$ cat src/rtl/load_store_mem_ctrl_pkg.sv
// Shared aluop codes, bus types and state encoding
// for the load/store memory controller.
package load_store_mem_ctrl_pkg;

  localparam int RAM_AW_DEF = 17;

  typedef logic [7:0] aluop_t;
  typedef logic [7:0] byte_t;

  typedef enum logic [1:0] {
    IDLE = 2'd0,
    REQ  = 2'd1,
    XFER = 2'd2,
    DONE = 2'd3
  } ctrl_state_t;

  localparam aluop_t EXE_NOP_OP = 8'b00000000;
  localparam aluop_t EXE_ADD_OP = 8'b00100000;
  localparam aluop_t EXE_LB_OP  = 8'b11100000;
  localparam aluop_t EXE_LH_OP  = 8'b11100001;
  localparam aluop_t EXE_LW_OP  = 8'b11100011;
  localparam aluop_t EXE_LBU_OP = 8'b11100100;
  localparam aluop_t EXE_LHU_OP = 8'b11100101;
  localparam aluop_t EXE_SB_OP  = 8'b11101000;
  localparam aluop_t EXE_SH_OP  = 8'b11101001;
  localparam aluop_t EXE_SW_OP  = 8'b11101011;

endpackage

$ cat src/rtl/load_store_mem_ctrl_if.sv
// Byte-wide shared RAM port with arbiter grant.
// master = controller side, slave = RAM/arbiter side.
interface load_store_mem_ctrl_if
  import load_store_mem_ctrl_pkg::*;
#(
  parameter int AW = RAM_AW_DEF
) ();

  logic          ram_req;
  logic          ram_gnt;
  logic [AW-1:0] ram_addr;
  logic          ram_we;
  byte_t         ram_wdata;
  byte_t         ram_rdata;

  modport master (
    output ram_req,
    output ram_addr,
    output ram_we,
    output ram_wdata,
    input  ram_gnt,
    input  ram_rdata
  );

  modport slave (
    input  ram_req,
    input  ram_addr,
    input  ram_we,
    input  ram_wdata,
    output ram_gnt,
    output ram_rdata
  );

endinterface

$ cat src/rtl/load_store_mem_ctrl_ls_op_decode.sv
// Maps an aluop to {valid, is_store, byte count};
// shared with the RAM arbiter.
module ls_op_decode
  import load_store_mem_ctrl_pkg::*;
(
  input  aluop_t     aluop,
  output logic       valid,
  output logic       is_store,
  output logic [2:0] n
);

  always_comb begin
    valid    = 1'b1;
    is_store = 1'b0;
    n        = 3'd1;
    unique case (aluop)
      EXE_LB_OP, EXE_LBU_OP: n = 3'd1;
      EXE_LH_OP, EXE_LHU_OP: n = 3'd2;
      EXE_LW_OP:             n = 3'd4;
      EXE_SB_OP: begin
        is_store = 1'b1;
        n        = 3'd1;
      end
      EXE_SH_OP: begin
        is_store = 1'b1;
        n        = 3'd2;
      end
      EXE_SW_OP: begin
        is_store = 1'b1;
        n        = 3'd4;
      end
      default: begin
        valid = 1'b0;
        n     = 3'd0;
      end
    endcase
  end

endmodule

$ cat src/rtl/load_store_mem_ctrl.sv
// MEM-stage load/store controller: byte-serial
// transfers on the shared 8-bit RAM port.
module load_store_mem_ctrl
  import load_store_mem_ctrl_pkg::*;
#(
  parameter int RAM_AW = RAM_AW_DEF
) (
  input  logic        clk,
  input  logic        rst,
  input  logic [31:0] mem_addr_i,
  input  aluop_t      mem_aluop_i,
  input  logic [31:0] rt_data_i,
  output logic        load_store_mem_ctrl_done,
  output logic [31:0] rdata,
  load_store_mem_ctrl_if.master ram
);

  ctrl_state_t       state, state_nx;
  logic [RAM_AW-1:0] addr_q;
  logic [2:0]        n_q;
  logic              st_q;
  logic [31:0]       wd_q;
  logic [2:0]        issue_cnt;
  logic [2:0]        recv_cnt;
  logic              issued_q;
  logic              dec_valid;
  logic              dec_store;
  logic [2:0]        dec_n;
  logic              accept;
  logic              issue;
  logic              unused_addr_hi;

  assign unused_addr_hi = ^mem_addr_i[31:RAM_AW];

  ls_op_decode u_dec (
    .aluop    (mem_aluop_i),
    .valid    (dec_valid),
    .is_store (dec_store),
    .n        (dec_n)
  );

  assign accept = (state == IDLE) && dec_valid;

  always_comb begin
    state_nx                 = state;
    issue                    = 1'b0;
    ram.ram_req              = 1'b0;
    ram.ram_addr             = '0;
    ram.ram_we               = 1'b0;
    ram.ram_wdata            = '0;
    load_store_mem_ctrl_done = 1'b0;
    unique case (state)
      IDLE: begin
        if (dec_valid) state_nx = REQ;
      end
      REQ: begin
        ram.ram_req = 1'b1;
        if (ram.ram_gnt) state_nx = XFER;
      end
      XFER: begin
        // loads drop the request while the last byte is in flight
        ram.ram_req = (issue_cnt < n_q);
        issue       = ram.ram_req && ram.ram_gnt;
        if (issue) begin
          ram.ram_addr = addr_q + RAM_AW'(issue_cnt);
          ram.ram_we   = st_q;
          if (st_q)
            ram.ram_wdata =
              wd_q[{issue_cnt[1:0], 3'b000} +: 8];
        end
        if (st_q && issue &&
            issue_cnt == n_q - 3'd1)
          state_nx = DONE;
        if (!st_q && issued_q &&
            recv_cnt == n_q - 3'd1)
          state_nx = DONE;
      end
      DONE: begin
        load_store_mem_ctrl_done = 1'b1;
        state_nx                 = IDLE;
      end
      default: state_nx = IDLE;
    endcase
  end

  always_ff @(posedge clk or negedge rst) begin
    if (!rst) begin
      state     <= IDLE;
      addr_q    <= '0;
      n_q       <= '0;
      st_q      <= 1'b0;
      wd_q      <= '0;
      issue_cnt <= '0;
      recv_cnt  <= '0;
      issued_q  <= 1'b0;
      rdata     <= '0;
    end else begin
      state    <= state_nx;
      issued_q <= issue && !st_q;
      if (accept) begin
        addr_q    <= mem_addr_i[RAM_AW-1:0];
        n_q       <= dec_n;
        st_q      <= dec_store;
        wd_q      <= rt_data_i;
        issue_cnt <= '0;
        recv_cnt  <= '0;
        rdata     <= '0;
      end
      if (issue) issue_cnt <= issue_cnt + 3'd1;
      if (issued_q) begin
        rdata[{recv_cnt[1:0], 3'b000} +: 8]
          <= ram.ram_rdata;
        recv_cnt <= recv_cnt + 3'd1;
      end
    end
  end

endmodule
$ cat src/flat_wrapper.sv
// flat-port wrapper written by rule: the top's interface ports become plain ports
module load_store_mem_ctrl_flat import load_store_mem_ctrl_pkg::*;
#(
  parameter int RAM_AW = RAM_AW_DEF
)
  (clk, rst, mem_addr_i, mem_aluop_i, rt_data_i, load_store_mem_ctrl_done, rdata, ram_ram_req, ram_ram_addr, ram_ram_we, ram_ram_wdata, ram_ram_gnt, ram_ram_rdata);
  load_store_mem_ctrl_if ram_i ();
  input  logic clk;
  input  logic rst;
  input  logic [31:0] mem_addr_i;
  input  aluop_t mem_aluop_i;
  input  logic [31:0] rt_data_i;
  output logic load_store_mem_ctrl_done;
  output logic [31:0] rdata;
  output wire logic [$bits(ram_i.ram_req)-1:0] ram_ram_req;
  output wire logic [$bits(ram_i.ram_addr)-1:0] ram_ram_addr;
  output wire logic [$bits(ram_i.ram_we)-1:0] ram_ram_we;
  output wire logic [$bits(ram_i.ram_wdata)-1:0] ram_ram_wdata;
  input wire logic [$bits(ram_i.ram_gnt)-1:0] ram_ram_gnt;
  input wire logic [$bits(ram_i.ram_rdata)-1:0] ram_ram_rdata;
  assign ram_ram_req = ram_i.ram_req;
  assign ram_ram_addr = ram_i.ram_addr;
  assign ram_ram_we = ram_i.ram_we;
  assign ram_ram_wdata = ram_i.ram_wdata;
  assign ram_i.ram_gnt = ram_ram_gnt;
  assign ram_i.ram_rdata = ram_ram_rdata;
  load_store_mem_ctrl #(.RAM_AW(RAM_AW)) u_core (.clk(clk), .rst(rst), .mem_addr_i(mem_addr_i), .mem_aluop_i(mem_aluop_i), .rt_data_i(rt_data_i), .load_store_mem_ctrl_done(load_store_mem_ctrl_done), .rdata(rdata), .ram(ram_i));
endmodule
$ cat config.mk
export PLATFORM = sky130hd
export DESIGN_NAME = load_store_mem_ctrl_flat
export DESIGN_NICKNAME = d
export VERILOG_FILES = /design/src/rtl/load_store_mem_ctrl_pkg.sv /design/src/rtl/load_store_mem_ctrl_if.sv /design/src/rtl/load_store_mem_ctrl_ls_op_decode.sv /design/src/rtl/load_store_mem_ctrl.sv /design/src/flat_wrapper.sv
export SDC_FILE = /design/constraint.sdc
export NUM_CORES = 1
export LEC_CHECK = 0
export CORE_ASPECT_RATIO = 1.75
export CORE_MARGIN = 1
export CORE_UTILIZATION = 50
export DETAILED_ROUTE_END_ITERATION = 6
export GPL_TIMING_DRIVEN = 1
export PLACE_DENSITY = 0.93
export SLEW_MARGIN = 20
export SYNTH_ARGS = -nofsm -noshare
export SYNTH_HDL_FRONTEND = slang
export SYNTH_SLANG_ARGS = --single-unit
$ cat constraint.sdc
create_clock -name clk -period 4.95 [get_ports clk]
set_input_delay 0.495 -clock clk [delete_from_list [all_inputs] [get_ports clk]]
set_output_delay 0.495 -clock clk [all_outputs]
set_load 0.01 [all_outputs]
Word level (Yosys, flattened, before mapping)
Index checks and enable logic that the tools add are counted. W data, S select, Z words.

Register bits after elaboration: 94. Logic and storage cells: 75. Output and inout bits: 60. Input bits: 83.

Eq/ne operators: 16. Add/sub/neg operators: 5. Reduce and logical (&&, ||, !) cells: 17. Shifts and indexed selects: 3. Magnitude comparators: 1. Mux-type cells: 24.

Operator list (count): $eq A8 B8 Y1 const B (8); $mux W32 (2); $mux W17 (2); $bwmux W32 (1); $shift A8 B7 Y32 const A (1); $shiftx A32 B6 Y8 (1); $shiftx A8 B7 Y32 (1); $mux W8 (3); $add A17 B3 Y17 (1); $mux W3 (3); $pmux W3 S3 (1); $reduce_or A3 Y1 (3); $mux W2 (4); $pmux W2 S4 (1); $reduce_or A8 Y1 (1); $logic_and A1 B1 Y1 (7); $neg A5 Y7 (1); $add A3 B1 Y3 const B (2); $eq A3 B3 Y1 (2); $mux W1 (6); $eq A2 B2 Y1 const B (2); $reduce_bool A2 Y1 (2); $lt A3 B3 Y1 (1); $ne A3 B1 Y1 const B (1); 9 further kinds (9).

Depth between registers and ports, before layout
Gate-level depths: netlist (run 1).

Depth in word-level cells: 7. Gate-level depth with buffers: 8. Mapped depth without buffers: 8.

Hierarchy
From an unflattened synthesis (run 1), not the netlist that was laid out.

Cells, all modules: 475. Area, all modules: 4739.5 sq um.

By module, submodules not included: load_store_mem_ctrl (area an instance 4643.2 sq um, cells each 464, seq. area each 2352.3 sq um, times used 1); ls_op_decode (area an instance 96.3 sq um, cells each 11, seq. area each 0.0 sq um, times used 1).

Worst setup path before layout (run 1)
Ideal clock, no wire load.

Kind: register to output. From: reg u_core.issue_cnt[1]. To: out ram_ram_addr[10]. Cell stages (with the launch flop): 8. Arrival: 2.138 ns. Path slack: 2.317 ns. Path through: dfrtp_1 clkbuf_1 inv_1 fa_1 nor2b_1 o21bai_1 or3_1 a21oi_1.

Cells in the longest elaborated chain, start to end: 4. Elaborated cells between the ends (all ways): 5. Those cells by class: add/sub (1); order compare (1); mux (2); reduce/logical (1).

Ends and longest elaborated chain: start, declared (line load_store_mem_ctrl.sv:23) `logic [2:0] issue_cnt;`; start signal, assigned (line load_store_mem_ctrl.sv:109) `if (issue) issue_cnt <= issue_cnt + 3'd1;`; parallel branches: the longest is 2 deep, another holds $add A17 B3 Y17; $mux W17 (*) (line load_store_mem_ctrl.sv:64) `if (issue) begin`; $mux W17 (*) (line load_store_mem_ctrl.sv:52) `unique case (state)`; end, declared (line flat_wrapper.sv:16) `output wire logic [$bits(ram_i.ram_addr)-1:0] ram_ram_addr;`.

Every way passes the cells marked *.

Final worst setup path (run 1)
From: reg u_core.issue_cnt[0]. To: out ram_ram_addr[16].

Same word-level chain as after synthesis.

==> flow_summary.ini, run 1 <==
[worst_setup_path]
required_ps = 4450
cp.arrival_ps = 3400
critical_path_class = flop to output pin
crit_family = flip-flops
crit_chain = ha_1, inv_1, fa_1, nor2b_1, o21bai_1, nor4_1, xnor2_1, nor2_1, clkdlybuf4s50_1
path_buf_inv = 2
slowest_delay_ps = 800
start_kind = flop
path_max_fanout = 13
critPathCaptureType = output pin
cp_slowest_cell = dfrtp_1

[synth]
synth-async-reset-ratio_pct = 100
synth.ff_latch_count = 94
synth_nets = 467
synth_top_area_share_pct = 51.5
synth_top_cell_by_area = dfrtp_1
yosys_warnings = 0
yosysUniqueCellTypes = 41
syn_inst = 365
yosys-top-cells-area = dfrtp_1 52%, mux2_1 12%, a22o_1 6.5%
synth-edff-count = 0
synth-main-ff-cell = dfrtp_1
syn_avg_cell_area_um2 = 12.5
yosysSeqAreaShare_pct = 51.5
syn_area_um2 = 4570

[detailed_routing]
drt-met1-wl_um = 4130
num_vias = 3437
firstDrtPassIters = 4
ant_nets = 0
met3WireLength_um = 492
post_drt_wl_per_cell_um = 18.2
drt_wl_total_um = 11300
drt-initial-drc-count = 212
via_per_inst = 5.56
remaining_drc_errors = 0
top_layer = met4
wl_met2_um = 6260

[timing]
rsz0062_at_grt = false
slew_headroom_pct = 32.4
slew_viol_final = 0
fin_ws_ps = 1050
finClkSkew_ps = 6.23
setup_violations = 0
layout_min_cycle_time_ps = 3900
post-route-period-util_pct = 78.8
worst_pin_slew_ps = 1010
tns_ps = 0
hold_viol = 0
fmax_mhz = 257

[grt]
grt_max_degree = 74
grt_pass1_wl_um = 17900
antenna_found_initial = 0
grt_overflow = 0
grt_util_all_layers_pct = 25.2
first_global_vias = 3689

[cts]
insertion_delay_ps = 350
cts-resized-gates = 0
holdBufCountCts = 0
cts_tree = done
clock_sinks = 94
numCtsBuffers = 9
root_buffer = clkbuf_16
clk_pin_slew_worst_paths_ps = 70
htree_levels = 3
cts_buffer_depth = 2
cts_setup_buffers = 0

[floorplan]
die_area_um2 = 9530
die_w_um = 74.2
die-height_um = 128
start_util_pct = 52.0
rows = 45
io_pins = 143
coreArea_um2 = 8780

[power]
peakVddDrop_mv = 0.285
pwr_density_cell_nw_per_um2 = 381
p_leak_nw = 2.78

[place]
port_buffers = 127
place_ws_ps = 1400
hpwl_um = 8220
gp_congestion = 0.834

[cells_and_area]
multi_input_area_um2 = 2120
diodes = 0
nNetsFinal = 598
fill_cells = 607
drive_above_1_share_pct = 7.19
area_delta_synth_final_pct = 37.8
ff_latch_area_um2 = 2350

[run_status]
outcome = complete, no violations

[run]
max-cap-violations = 0

[hold_path]
hp-class = input port to async pin
-- final cells by class --
type	instances	area share, %
Multi-Input combinational cell	241	33.6
Inverter	18	1.07
Clock inverter	7	0.895
Tap cell	117	2.33
Sequential cell	94	37.4
Timing Repair Buffer	132	21.1
Clock buffer	9	3.58
-- registers in the layout, summed over array words and instances, names as in the netlist --
register,cells
u_core.rdata,32
u_core.wd_q,32
u_core.addr_q,17
u_core.issue_cnt,3
u_core.n_q,3
u_core.recv_cnt,3
u_core.state,2
u_core.issued_q,1
u_core.st_q,1
-- worst reg2reg max path: cells and delay by family, from the launching register on --
family	cells	cell delay, ps
and+or+nand+nor	3	710
adders and majority gates	1	340
AOI/OAI and AO/OA	1	300
muxes	1	360
DFF	1	750
-- power breakdown --
group | internal (W) | leakage (nW) | switching [W]
clock network | 0.000347 | 0.137 | 0.000311
logic | 0.000348 | 1.38 | 0.000234
registers | 0.000978 | 1.26 | 0.000177
-- cells in the final DEF, fill, tap and decap left out, types with 2 or more instances in the layout --
| master | n |
|---|---|
| clkdlybuf4s50_1 | 126 |
| dfrtp_1 | 94 |
| mux2_1 | 50 |
| a22o_1 | 34 |
| nand2_1 | 20 |
| inv_1 | 18 |
| ha_1 | 18 |
| nor2_1 | 16 |
| xnor2_1 | 12 |
| nor2b_1 | 11 |
| clkbuf_16 | 9 |
| nand3_1 | 8 |
| mux4_2 | 8 |
| o21ai_0 | 6 |
| a21oi_1 | 5 |
| a21boi_1 | 5 |
| nor3_1 | 5 |
| xor2_1 | 5 |
| buf_4 | 5 |
| nor4b_1 | 4 |
| or3_1 | 3 |
| o21ai_1 | 3 |
| inv_6 | 3 |
| nand3b_1 | 2 |
| and3_1 | 2 |
| nand4_1 | 2 |
| a21o_1 | 2 |
| nor4_1 | 2 |
| nor3b_1 | 2 |
| o41ai_1 | 2 |
| clkinv_4 | 2 |
-- Yosys cell counts (2+ instances only) --
master	number
dfrtp_1	94
mux2_1	50
a22o_1	34
nand2_1	20
ha_1	18
inv_1	18
nor2_1	16
xnor2_1	12
nor2b_1	11
mux4_2	8
nand3_1	8
buf_2	7
o21ai_0	6
a21boi_1	5
a21oi_1	5
clkbuf_1	5
nor3_1	5
xor2_1	5
nor4b_1	4
nor4_1	3
o21ai_1	3
or3_1	3
a21o_1	2
and3_1	2
nand3b_1	2
nand4_1	2
nor3b_1	2
o41ai_1	2
-- kinds of logic (layout without fill, tap and decap cells) --
| kind of cell | count (synthesis) | count (layout) | share of synthesized area, % |
|---|---|---|---|
| flip-flops | 94 | 94 | 51.5 |
| AND/OR/NAND/NOR | 83 | 83 | 9.73 |
| AO/OA/AOI/OAI | 63 | 63 | 10.8 |
| multiplexers | 58 | 58 | 16.3 |
| buffers and inverters | 30 | 166 | 2.66 |
| adder cells (fa/ha/maj) | 19 | 19 | 5.37 |
| XOR/XNOR | 18 | 18 | 3.62 |
-- final timing paths --
check | slack (ps) | cells after the start | from | endpoint
setup / recovery | 1050 | 9 | u_core.issue_cnt[0] | ram_ram_addr[16]
hold / removal | 20 | 1 | rst | u_core.rdata[6]
setup reg to reg | 2360 | 6 | u_core.issue_cnt[1] | u_core.state[1]
hold reg to reg | 490 | 1 | u_core.wd_q[24] | u_core.wd_q[24]
max in group asynchronous | 3710 | 2 | rst | u_core.issue_cnt[2]
min in group clk | 490 | 1 | u_core.wd_q[24] | u_core.wd_q[24]
-- layer usage --
metal / global-route usage (%) / vias up
met1: 26.5 / 1698
met5: 0 / -
li1: - / 1585
met4: 13.4 / 0
met3: 4.07 / 32
met2: 46.4 / 122
-- stage by stage --
stage,hold WS (ps),instances,cell area [um2],power [W],util [%]
3_5_place_dp,398,601,5970,0.00174,68.0
4_1_cts,23.7,617,6260,0.00240,71.2
3_3_place_gp,389,601,5970,0.00169,68.0
6_report,18.9,618,6290,0.00239,71.6
2_1_floorplan,199,365,4570,0.00152,-
5_1_grt,28.6,618,6290,0.00253,71.6
No activity file was read; power rests on OpenSTA's default activity.
==> run 2, diff against run 1 <==
--- a/config.mk
+++ b/config.mk
@@ -7,10 +7,10 @@
 export LEC_CHECK = 0
 export CORE_ASPECT_RATIO = 1.75
 export CORE_MARGIN = 1
-export CORE_UTILIZATION = 50
+export CORE_UTILIZATION = 47
 export DETAILED_ROUTE_END_ITERATION = 6
 export GPL_TIMING_DRIVEN = 1
-export PLACE_DENSITY = 0.93
+export PLACE_DENSITY = 0.89
 export SLEW_MARGIN = 20
 export SYNTH_ARGS = -nofsm -noshare
 export SYNTH_HDL_FRONTEND = slang
==> constraint.sdc (replaced) <==
create_clock -name clk -period 3.8 [get_ports clk]
set_input_delay 0.38 -clock clk [delete_from_list [all_inputs] [get_ports clk]]
set_output_delay 0.38 -clock clk [all_outputs]
set_load 0.01 [all_outputs]
==> run 2 against run 1 <==
  * Final cell count grew 1.1%
  * Total power grew 28%
  * Hold slack gained 110 ps
  * Critical path type unchanged
  * Critical endpoint is now ram_ram_addr[10]
==> flow_summary.ini, run 2 (synthesized netlist as in run 1, its figures left out) <==
[timing]
finClkSkew_ps = 4.66
layout_min_cycle_time_ps = 3290
fin_ws_ps = 506
hold_viol = 0
slew_headroom_pct = 36.5
setup_violations = 0
post-route-period-util_pct = 86.7
rsz0062_at_grt = false
worst_pin_slew_ps = 945
fmax_mhz = 304
slew_viol_final = 0
tns_ps = 0

[power]
p_leak_nw = 2.77
peakVddDrop_mv = 0.363
pwr_density_cell_nw_per_um2 = 489

[cells_and_area]
layout_commonest_cell = clkdlybuf4s50_1
stdcell_count = 625
final_util_pct = 66.3
drive_above_1_share_pct = 7.16
area_delta_synth_final_pct = 37.5
top_regs = u_core.rdata x32, u_core.wd_q x32, u_core.addr_q x17
layout_common_cells = 126 x clkdlybuf4s50_1, 94 x dfrtp_1, 50 x mux2_1
diodes = 0
nNetsFinal = 601

[place]
gp_congestion = 0.813
hpwl_um = 8360
port_buffers = 127
dp.cells = 610
place_ws_ps = 854

[worst_setup_path]
r2r_setup_slack_ps = 1410
start_kind = flop
critPathCaptureType = output pin
reg2reg_to = u_core.state[1]
reg2reg_from = u_core.issue_cnt[2]
cp_slowest_cell = clkdlybuf4s50_1
path_max_fanout = 8
crit_start = u_core.issue_cnt[1]
r2r_cells = 6
crit_chain = inv_1, fa_1, nor2b_1, o21bai_1, or3_1, a21oi_1, clkdlybuf4s50_1
cp.arrival_ps = 2910
critical_path_class = flop to output pin
slowest_delay_ps = 570
required_ps = 3420
endpoint = ram_ram_addr[10]

[floorplan]
rows = 47
start_util_pct = 48.2
die-height_um = 132
die_w_um = 76.5
die_area_um2 = 10100
io_pins = 143
coreArea_um2 = 9470

[hold_path]
hp-class = input port to async pin

[cts]
cts_tree = done
root_buffer = clkbuf_16
htree_levels = 3
cts_setup_buffers = 0
cts-resized-gates = 0
numCtsBuffers = 9
clk_pin_slew_worst_paths_ps = 60
clock_sinks = 94
insertion_delay_ps = 330
holdBufCountCts = 0
cts_buffer_depth = 2

[grt]
antenna_found_initial = 0
grt_util_all_layers_pct = 23.3
first_global_vias = 3754
grt_pass1_wl_um = 18300
grt_overflow = 0
grt_max_degree = 66

[detailed_routing]
drt-initial-drc-count = 99
ant_nets = 0
remaining_drc_errors = 0
drt_wl_total_um = 10900
firstDrtPassIters = 4
post_drt_wl_per_cell_um = 17.5
num_vias = 3452
via_per_inst = 5.52

[run]
max-cap-violations = 0

[run_status]
outcome = complete, no violations
-- run 2: how the worst min path moves through the flow --
stage | start | end | slack (ps) | cells after the start
after floorplan | rst | u_core.addr_q[0] | 80 | 0
after global routing | rst | u_core.wd_q[4] | 200 | 1
after global placement | u_core.wd_q[8] | u_core.wd_q[8] | 470 | 1
after detailed placement | u_core.wd_q[5] | u_core.wd_q[5] | 480 | 1
final | rst | u_core.wd_q[4] | 130 | 1
after CTS | rst | u_core.wd_q[17] | 170 | 1
-- run 2: final cells by class --
class | count | area, um2
clock buffers | 10 | 229
clock inverters | 5 | 36.3
fillers | 691 | 3190
inverters | 18 | 67.6
multi-input cells | 241 | 2110
flip-flops and latches | 94 | 2350
well taps | 122 | 153
repair buffers | 135 | 1330
-- run 2: power by group --
part / internal, W / total (W) / leakage, nW / switching [W]
Combinational: 0.000455 / 0.000768 / 1.39 / 0.000312
Clock: 0.000441 / 0.000813 / 0.121 / 0.000372
Sequential: 0.00127 / 0.00149 / 1.26 / 0.000213
Total: 0.00217 / 0.00307 / 2.77 / 0.000897
-- run 2: per-layer routing --
layer / global-route usage, % / part of all wire (%) / vias up
li1: - / - / 1595
met1: 25.0 / 37 / 1714
met2: 43.0 / 56 / 121
met3: 4.91 / 3.8 / 22
met4: 10.8 / 3.2 / 0
met5: 0 / 0 / -
-- run 2: worst max-delay path, delay by kind of cell, from the launching register on --
family / cells / cell delay [ps]
simple gates: 2 / 550
buf+inv: 2 / 690
fa+ha+maj: 1 / 440
compound gates: 2 / 360
flops: 1 / 530
-- run 2: through the flow --
| step | hold slack [ps] | area (um2) | total power [W] |
|---|---|---|---|
| 2_1_floorplan | 84.4 | 4570 | 0.00198 |
| 3_3_place_gp | 468 | 6010 | 0.00220 |
| 3_5_place_dp | 479 | 6010 | 0.00228 |
| 4_1_cts | 165 | 6280 | 0.00310 |
| 5_1_grt | 199 | 6280 | 0.00326 |
| 6_report | 127 | 6280 | 0.00307 |
